`src/rtl/semaforo_pkg.sv`:
```
// rtl/semaforo_pkg.sv - shared light codes, phase enum and timer width
package semaforo_pkg;

    localparam int TW = 8;

    localparam logic [2:0] VERDE_C    = 3'b100;
    localparam logic [2:0] AMARELO_C  = 3'b010;
    localparam logic [2:0] VERMELHO_C = 3'b001;

    typedef enum logic [2:0] {
        A_VERDE,
        A_AMARELO,
        LIMPA_AB,
        B_VERDE,
        B_AMARELO,
        LIMPA_BA
    } fase_t;

    function automatic logic [2:0] cor_a(input fase_t f);
        case (f)
            A_VERDE:   cor_a = VERDE_C;
            A_AMARELO: cor_a = AMARELO_C;
            default:   cor_a = VERMELHO_C;
        endcase
    endfunction

    function automatic logic [2:0] cor_b(input fase_t f);
        case (f)
            B_VERDE:   cor_b = VERDE_C;
            B_AMARELO: cor_b = AMARELO_C;
            default:   cor_b = VERMELHO_C;
        endcase
    endfunction

endpackage

```
`src/rtl/fase_timer.sv`:
```
// rtl/fase_timer.sv - per-phase cycle counter with duration latched at phase entry
module fase_timer
    import semaforo_pkg::*;
(
    input  logic          clk,
    input  logic          rst,
    input  logic          load,
    input  logic [TW-1:0] dur,
    output logic [TW-1:0] cnt,
    output logic          fim
);

    logic [TW-1:0] dur_q;
    logic [TW-1:0] ultimo;

    always_ff @(posedge clk) begin
        if (rst || load) begin
            cnt   <= '0;
            dur_q <= dur;
        end else if (!fim) begin
            cnt <= cnt + 1'b1;
        end
    end

    // A zero duration behaves as one cycle, so the last count is 0 in both cases.
    always_comb begin
        ultimo = (dur_q == '0) ? '0 : dur_q - 1'b1;
        fim    = (cnt == ultimo);
    end

endmodule

```
`src/rtl/escalonador_cruzamento.sv`:
```
// rtl/escalonador_cruzamento.sv - two-approach intersection phase scheduler
module escalonador_cruzamento
    import semaforo_pkg::*;
#(
    parameter logic [7:0] MIN_VERDE = 8'd2
) (
    input  logic          clk,
    input  logic          rst,
    input  logic          bt,
    input  logic [TW-1:0] t_verde_a,
    input  logic [TW-1:0] t_verde_b,
    input  logic [TW-1:0] t_amarelo,
    input  logic [TW-1:0] t_limpeza,
    output logic [2:0]    A,
    output logic [2:0]    B,
    output logic          espera
);

    fase_t         fase;
    fase_t         prox;
    fase_t         carga;
    logic [TW-1:0] cnt;
    logic [TW-1:0] dur_sel;
    logic [TW:0]   min_ef;
    logic          fim;
    logic          cedo;
    logic          avanca;

    fase_timer u_timer (
        .clk  (clk),
        .rst  (rst),
        .load (avanca),
        .dur  (dur_sel),
        .cnt  (cnt),
        .fim  (fim)
    );

    always_comb begin
        min_ef = (MIN_VERDE == 8'd0) ? 9'd1 : {1'b0, MIN_VERDE};
        cedo   = (fase == A_VERDE) && espera && (({1'b0, cnt} + 9'd1) >= min_ef);
        avanca = fim || cedo;

        case (fase)
            A_VERDE:   prox = A_AMARELO;
            A_AMARELO: prox = LIMPA_AB;
            LIMPA_AB:  prox = B_VERDE;
            B_VERDE:   prox = B_AMARELO;
            B_AMARELO: prox = LIMPA_BA;
            default:   prox = A_VERDE;
        endcase

        // Duration is taken for the phase being entered; reset always enters A green.
        carga = rst ? A_VERDE : prox;
        case (carga)
            A_VERDE:             dur_sel = t_verde_a;
            B_VERDE:             dur_sel = t_verde_b;
            A_AMARELO, B_AMARELO: dur_sel = t_amarelo;
            default:             dur_sel = t_limpeza;
        endcase
    end

    always_ff @(posedge clk) begin
        if (rst) begin
            fase   <= A_VERDE;
            A      <= VERDE_C;
            B      <= VERMELHO_C;
            espera <= 1'b0;
        end else begin
            if (avanca) begin
                fase <= prox;
                A    <= cor_a(prox);
                B    <= cor_b(prox);
            end
            // Leaving A green serves the request, even if the button is still held.
            if (fase == A_VERDE && avanca)
                espera <= 1'b0;
            else if (bt)
                espera <= 1'b1;
        end
    end

endmodule

```
`config.mk`:
```
export PLATFORM = sky130hd
export DESIGN_NAME = escalonador_cruzamento
export DESIGN_NICKNAME = d
export VERILOG_FILES = /design/src/rtl/semaforo_pkg.sv /design/src/rtl/fase_timer.sv /design/src/rtl/escalonador_cruzamento.sv
export SDC_FILE = /design/constraint.sdc
export NUM_CORES = 1
export LEC_CHECK = 0
export ABC_AREA = 1
export BUFFER_PORTS_ARGS = -buffer_cell sky130_fd_sc_hd__buf_2
export CAP_MARGIN = 20
export CORE_MARGIN = 5
export CORE_UTILIZATION = 47
export CTS_BUF_LIST = sky130_fd_sc_hd__clkbuf_16
export CTS_CLUSTER_SIZE = 10
export DETAILED_ROUTE_END_ITERATION = 7
export PLACE_DENSITY = 0.75
export SYNTH_ARGS = -nofsm -noshare
export SYNTH_HDL_FRONTEND = slang
export SYNTH_SLANG_ARGS = --single-unit
export TNS_END_PERCENT = 100
```
`constraint.sdc`:
```
create_clock -name clk -period 2.75 [get_ports clk]
set_clock_uncertainty 0.2 [all_clocks]
set_input_delay 0 -clock clk [delete_from_list [all_inputs] [get_ports clk]]
set_output_delay 0 -clock clk [all_outputs]
set_load 0.01 [all_outputs]
```
Word-level counts from Yosys, hierarchy flattened:

Index checks and enable logic that the tools add are counted.

* register bits: 26
* bits of input ports: 35
* output and inout bits: 7
* logic and storage cells: 38

* mux-type cells: 6
* reductions and logical operators: 11
* $add $sub $neg: 3
* equal/unequal tests: 11
* order comparisons: 1

Operator list (count)
* one-hot mux 8 bit (3 select lines): 1
* one-hot mux 3 bit (5 select lines): 1
* equality test 3 x 2 -> 1 bit (second input constant): 4
* one-hot mux 3 bit (2 select lines): 2
* adder 8 x 1 -> 9 bit (second input constant): 1
* equality test 3 x 1 -> 1 bit (second input constant): 3
* equality test 3 bit (second input constant): 3
* >= comparator 9 x 2 -> 1 bit (second input constant): 1
* zero test 3 bit: 3
* adder 8 x 1 -> 8 bit (second input constant): 1
* equality test 8 bit: 1
* zero test 8 bit: 1
* two-way mux 8 bit: 1
* subtractor 8 x 1 -> 8 bit (second input constant): 1
* OR reduction 2 bit: 2
* logical AND 1 bit: 3
* two-way mux 3 bit: 1
* logical OR 1 bit: 2

Logic depth before layout (Yosys ltp):

Gate-level depths: netlist (run 1).

* depth after elaboration: 6
* mapped depth: 17
* gate-level depth less buffers: 15

By module:

A second synthesis (run 1) with hierarchy kept.

* cell total of the unflattened synthesis: 286
* area, all modules: 2042.0 µm²

Modules (own cells, without submodules)
* fase_timer: instances 1, cells an instance 158, seq. area each 400.4 µm², area each 1187.4 µm²
* escalonador_cruzamento: instances 1, cells an instance 128, seq. area each 200.2 µm², area each 854.6 µm²

Least setup slack after synthesis (run 1):

OpenSTA, ideal clock, no wires.

* kind: register -> register
* from: register u_timer.dur_q[0]
* to: register u_timer.dur_q[0] (enable)
* clock period less this slack: 2.323 ns
* stages on the path, launching flop included: 15
* library setup time: 0.302 ns
* buffers on the path: 2
* path slack: 0.427 ns
* arrival: 1.821 ns
* data required time: 2.248 ns
* cells stage by stage: edfxtp_1 inv_1 ha_1 nand2_1 nor2_2 nand2_2 buf_6 nand2_1 nand2_1 nand2_1 nand2_2 nor2_8 nand3_4 nand3_2 buf_6

* longest elaborated chain between the ends: 5
* elaborated cells between the ends (all ways): 6
* those cells by class: 1 x add/sub; 1 x eq/ne; 1 x mux; 3 x reduce/logical

Ends and longest elaborated chain
* start: declaration: line fase_timer.sv:13 `logic [TW-1:0] dur_q;`
* start signal: assignment: line fase_timer.sv:19 `dur_q <= dur;`
* subtractor 8 x 1 -> 8 bit / zero test 8 bit (equally long branches): line fase_timer.sv:27 `ultimo = (dur_q == '0) ? '0 : dur_q - 1'b1;`
* two-way mux 8 bit *: line fase_timer.sv:27
* equality test 8 bit *: line fase_timer.sv:28 `fim = (cnt == ultimo);`
* logical OR 1 bit *: line escalonador_cruzamento.sv:41 `avanca = fim || cedo;`
* logical OR 1 bit *: line fase_timer.sv:17 `if (rst || load) begin`

Mark *: on every way between the ends. The rest lies on a longest branch, timed or not.
A chain may end at the register's enable or synchronous reset.

Worst setup path in the final report (run 1):

* from: register u_timer.dur_q[1]
* to: register B[1]

* longest elaborated chain between the ends: 4
* elaborated cells between the ends (all ways): 5
* those cells by class: 1 x add/sub; 1 x eq/ne; 1 x mux; 2 x reduce/logical

Ends and longest elaborated chain
* subtractor 8 x 1 -> 8 bit / zero test 8 bit (equally long branches): line fase_timer.sv:27
* two-way mux 8 bit *: line fase_timer.sv:27
* equality test 8 bit *: line fase_timer.sv:28
* logical OR 1 bit *: line escalonador_cruzamento.sv:41
* end signal: assignment: line escalonador_cruzamento.sv:72 `B <= cor_b(prox);`
* end: declaration: line escalonador_cruzamento.sv:15 `output logic [2:0] B,`

Marks and branches as above.

==> impl_metrics.tcl, run 1 <==
set metrics [dict create \
    layout_common_cells "93 x nand2_1, 41 x buf_2, 31 x inv_1, 25 x nor2_1, 24 x nand3_1" \
    gr-total-overflow 0 \
    reg2reg_depth 16 \
    die_w_um 71.5 \
    peakVddDrop_uv 469 \
    numCtsBuffers 3 \
    cts_buffer_depth 2 \
    end_kind "flip-flop" \
    placement.cell_area_sq_um 2010 \
    status "complete, no violations" \
    drt-wirelength-per-cell_um 11.1 \
    syn_inst 270 \
    cp_data_required_time_ps 2710 \
    syn_nets 308 \
    fin_nets 369 \
    drt_iter0_drc 107 \
    grt_util_all_layers 0.176 \
    finalHoldViolCount 0 \
    die-area_sq_um 5110 \
    reg2reg_from "u_timer.dur_q[1]$_DFFE_PP_" \
    die_y_um 71.5 \
    setup_tns_ps 0 \
    p_per_area_nw_per_um2 847 \
    cts.sinks 26 \
    via_per_inst 4.87 \
    path_class "reg2reg" \
    slew_violations 0 \
    firstDrtPassIters 4 \
    syn_avg_cell_area_sq_um 6.58 \
    port_buffers 41 \
    hp-start "A[1]$_SDFFE_PP0P_" \
    synthTopCellsByArea "dfxtp_1 20%, nand2_1 20%, edfxtp_1 14%, nand3_1 6.8%, inv_1 6.3%" \
    core_sq_um 3660 \
    yosysTopAreaCell "dfxtp_1" \
    yosysWarnings 0 \
    rsz0062_at_grt "false" \
    synth_area_sq_um 1780 \
    grt_first_pass_wirelength_um 7340 \
    io_pins 42 \
    cp.arrival_ps 2440 \
    drc_errors 0 \
    hold_depth 2 \
    clk_latency_ps 260 \
    initial_core_util 0.485 \
    leakagePower_uw 0.00109 \
    timing.fmax_ghz 0.402 \
    root_buffer "clkbuf_16" \
    finalCriticalPeriod_ps 2480 \
    worstSetupStartpointType "flip-flop" \
    synth_cell_types 25 \
    hold_class "reg2reg" \
    crit_fanout 12 \
    path_clk_slew_ps 60 \
    setup_viol 0 \
    drt_wl_total_um 4190 \
    dr_total_vias 1839 \
    reg2reg_setup_slack_ps 270 \
    hold_end "A[1]$_SDFFE_PP0P_" \
    htree_num_levels 1 \
    ys_seq_area_frac 0.338 \
    detail-route-antenna-nets 0 \
    netlist.area_leader.share 0.203 \
    diodes 0 \
    area_growth_pct 28.4 \
    grt_start_max_net_pins 21 \
    drive_gt1_frac 0.185 \
    slew_headroom 0.600 \
    gp_congestion 0.901 \
    cts_tree "done" \
    nFillCells 334 \
    fin_crit_sh 0.904 \
    rows 22 \
    cap_violations 0 \
    antenna_found_initial 0 \
    final_common_cell "nand2_1" \
    ys_ff_latch 26 \
    final_area_sq_um 2280 \
    tightest_slew_ps 600 \
    startpoint "u_timer.dur_q[1]$_DFFE_PP_" \
    r2r_end "B[1]$_SDFFE_PP0P_" \
    grt_pass1_vias 1740 \
    hpwl_um 3130 \
]
[where the power goes]
group	leakage (uW)	switching (uW)	internal [uW]
Clock	0.0000423	123	194
Combinational	0.000823	600	378
Sequential	0.000227	104	534
[registers in the layout, summed over array words and instances, names as in the netlist]
signal and flops:
espera 1, fase 3, A 3, u_timer.cnt 8
u_timer.dur_q 8, B 3
[layout make-up]
class / count / area, sq um / area share
well taps: 48 / 60.1 / 0.0263
flip-flops and latches: 26 / 601 / 0.263
clock inverters: 1 / 3.75 / 0.00165
inverters: 34 / 128 / 0.0560
repair buffers: 61 / 400 / 0.176
clock buffers: 3 / 75.1 / 0.0329
multi-input cells: 205 / 1010 / 0.444
[worst max-delay path by stage]
stage,end,cells past startpoint,slack [ps]
2_1_floorplan,u_timer.dur_q[0]$_DFFE_PP_,14,430
3_3_place_gp,u_timer.dur_q[3]$_DFFE_PP_,12,310
3_5_place_dp,u_timer.dur_q[2]$_DFFE_PP_,12,250
4_1_cts,u_timer.dur_q[0]$_DFFE_PP_,12,240
5_1_grt,B[2]$_SDFFE_PP0P_,16,10
6_report,B[1]$_SDFFE_PP0P_,16,270
[cells in the mapped netlist, drive strengths merged]
| cell type | number |
|---|---|
| a21oi | 12 |
| and3 | 1 |
| buf | 5 |
| clkinv | 2 |
| dfxtp | 18 |
| edfxtp | 8 |
| ha | 3 |
| inv | 32 |
| nand2 | 97 |
| nand3 | 27 |
| nand4 | 18 |
| nor2 | 31 |
| nor3 | 3 |
| o21ai | 7 |
| xor2 | 6 |
[critical path: stages, from the launching register on]
cell and delay, ps:
edfxtp_1 410, inv_1 70, ha_1 230, nand2_1 90, nor2_2 110, nand2_2 140, nand2_1 80, nand2_1 40
nand2_1 50, nand2_1 110, nor2_8 200, nand3_4 100, buf_4 190, nand2_2 180, nand2_1 70, nand2_1 60
nor2_1 50
[per-layer routing]
metal / share of wire / GRT usage / wire length [um]
met1: 0.45 / 0.227 / 1900
met2: 0.49 / 0.305 / 2060
met3: 0.043 / 0.0182 / 179
met4: 0.013 / 0.0585 / 54
met5: 0 / 0 / 0
[logic make-up (layout without fill, tap and decap cells)]
family          after synthesis  after routing  synth area share
buf+inv                      39             99            0.0958
compound gates               19             19            0.0535
flops                        26             26             0.338
xor+xnor                      6              6            0.0296
simple gates                177            177             0.462
fa+ha+maj                     3              3            0.0211
[timing repair]
| action | 4_1_cts | 5_1_grt |
|---|---|---|
| endpoints found under the setup margin | 0 | 1 |
| buffers inserted | 0 | 0 |
| gates resized for setup | 0 | 1 |
| hold buffers | 18 | 0 |
| hold endpoints to repair | 12 | 0 |
[per-stage QoR]
step                      hold WS (ps)  total power, uW  worst slack, ps  cells  utilization
final                              262             1930              265    378        0.623
after detailed placement          78.0             1550              253    356        0.550
after global routing               293             2100             12.9    378        0.623
after floorplan                  -23.0             1350              427    270            -
after CTS                          266             1930              239    378        0.621
after global placement            74.0             1530              314    356        0.550
Power figures use the tool's default switching activity.
==> inputs of run 2 (changes only) <==
--- a/config.mk
+++ b/config.mk
@@ -8,7 +8,6 @@
 export ABC_AREA = 1
 export BUFFER_PORTS_ARGS = -buffer_cell sky130_fd_sc_hd__buf_2
 export CAP_MARGIN = 20
-export CORE_MARGIN = 5
 export CORE_UTILIZATION = 47
 export CTS_BUF_LIST = sky130_fd_sc_hd__clkbuf_16
 export CTS_CLUSTER_SIZE = 10
==> impl_metrics.tcl, run 2 (synthesis results as in run 1) <==
set metrics [dict create \
    status "complete, no violations" \
    cts.sinks 26 \
    numCtsBuffers 3 \
    gr-usage-met2 0.395 \
    p_total_uw 2010 \
    firstDrtPassIters 4 \
    area_growth_pct 29.4 \
    crit_fanout 12 \
    busiest_layer "met2" \
    path_cells "inv_1 -> ha_2 -> nand2_1 -> nor2_2 -> nand2_2 -> nand2_1 -> nand2_1 -> nand2_1 -> nand2_1 -> nor2_8 -> nand3_4 -> buf_4 -> nand2_4 -> nand2_1 -> nand2_1 -> nor2_1" \
    via_per_inst 4.95 \
    root_buffer "clkbuf_16" \
    worstSetupStartpointType "flip-flop" \
    p_int_uw 1160 \
    fin_nets 368 \
    dp_worst_setup_slack_ps 168 \
    cts_tree "done" \
    switching_share 0.422 \
    setup_ws_ps 215 \
    diodes 0 \
    layout_common_cells "93 x nand2_1, 41 x buf_2, 30 x inv_1, 25 x nor2_1, 24 x nand3_1" \
    io_pins 42 \
    finalCriticalPeriod_ps 2540 \
    cap_violations 0 \
    gr-total-overflow 0 \
    slew_violations 0 \
    end_kind "flip-flop" \
    stdcell_count 375 \
    core_sq_um 3470 \
    cp.arrival_ps 2490 \
    setup_viol 0 \
    cp_data_required_time_ps 2710 \
    htree_num_levels 1 \
    final_area_sq_um 2300 \
    grt_use_met3 0.0199 \
    drt-wirelength-per-cell_um 11.2 \
    tightest_slew_ps 625 \
    drive_gt1_frac 0.188 \
    top_regs "u_timer.cnt (8), u_timer.dur_q (8)" \
    path_class "reg2reg" \
    clockPowerShare 0.189 \
    peakVddDrop_uv 597 \
    path_clk_slew_ps 70 \
    nFillCells 317 \
    path_delay_family "simple AND/OR/NAND/NOR gates" \
    hold_class "reg2reg" \
    p_seq_frac 0.318 \
    p_per_area_nw_per_um2 875 \
    fin_crit_sh 0.922 \
    port_buffers 41 \
    die_y_um 63.5 \
    grt_pass1_vias 1773 \
    grt_start_max_net_pins 21 \
    slowest_stage "edfxtp_1" \
    leakagePower_uw 0.00109 \
    rows 21 \
    grt_first_pass_wirelength_um 7150 \
    placement.cell_area_sq_um 2000 \
    postLayoutCoreUtil 0.663 \
    die_w_um 63.5 \
    die-area_sq_um 4030 \
    dr_total_vias 1857 \
    slew_headroom 0.583 \
    crit_top_cell "nand2_1" \
    gp_congestion 0.862 \
    antenna_found_initial 0 \
    drc_errors 0 \
    hpwl_um 2990 \
    power_frac_comb 0.493 \
    timing.fmax_ghz 0.394 \
    initial_core_util 0.512 \
    drt_wl_total_um 4190 \
    final_common_cell "nand2_1" \
    grt_util_met1 0.268 \
    grt_util_all_layers 0.218 \
    cts_setup_buffers 0 \
    cpPeakStageDelay_ps 360 \
    clk_latency_ps 260 \
    dp.cells 353 \
    worst-path-buf-inv 2 \
    finalHoldViolCount 0 \
    cts_buffer_depth 2 \
    detail-route-antenna-nets 0 \
    drt_iter0_drc 71 \
    p_sw_uw 849 \
]
run 2: cell types whose count changed in the layout (fill, tap and decap cells not counted), sizes merged:
cell and change:
buf -1, inv -1, clkbuf +1
run 2: worst reg2reg max path: stages, from the launching register on:
cell and delay (ps):
edfxtp_1 360, inv_1 180, ha_2 260, nand2_1 70, nor2_2 110, nand2_2 140, nand2_1 90, nand2_1 50
nand2_1 60, nand2_1 120, nor2_8 200, nand3_4 100, buf_4 210, nand2_4 130, nand2_1 70, nand2_1 60
nor2_1 40
run 2: layout make-up:
cell class / count / area, sq um / area share
multi-input cells: 205 / 1020 / 0.444
flip-flops and latches: 26 / 601 / 0.261
well taps: 46 / 57.6 / 0.0250
inverters: 34 / 128 / 0.0555
clock buffers: 4 / 100 / 0.0435
repair buffers: 60 / 393 / 0.171
run 2: worst paths after layout:
kind,startpoint,to,slack (ps),cells after the start
setup / recovery,u_timer.dur_q[0]$_DFFE_PP_,B[1]$_SDFFE_PP0P_,210,16
hold / removal,A[1]$_SDFFE_PP0P_,A[1]$_SDFFE_PP0P_,260,2
setup reg to reg,u_timer.dur_q[0]$_DFFE_PP_,B[1]$_SDFFE_PP0P_,210,16
hold reg to reg,A[1]$_SDFFE_PP0P_,A[1]$_SDFFE_PP0P_,260,2
run 2: metal layers:
layer / share of wire / vias up / wire (um)
li1: - / 996 / -
met4: 0.013 / 0 / 55
met5: 0 / - / 0
met3: 0.026 / 6 / 109
met1: 0.48 / 821 / 1990
met2: 0.49 / 34 / 2040
run 2: through the flow:
stage | TNS (ps) | hold WS (ps)
global placement | 0 | 77.1
detailed placement | 0 | 79.0
CTS | 0 | 269
global route | -4.42 | 295
finish | 0 | 264
floorplan | 0 | -23.0
run 2: power by group through the flow:
stage,sequential [uW],combinational [uW],clock [uW]
6_report,640,992,379
5_1_grt,658,1130,401
4_1_cts,638,970,381
3_5_place_dp,645,895,0
3_3_place_gp,648,883,0
2_1_floorplan,641,713,0
run 2: repair_timing:
action | in CTS | in global routing
hold endpoints to repair | 12 | 0
hold buffers | 18 | 0
gates resized for setup | 0 | 3
setup endpoints to repair | 0 | 15
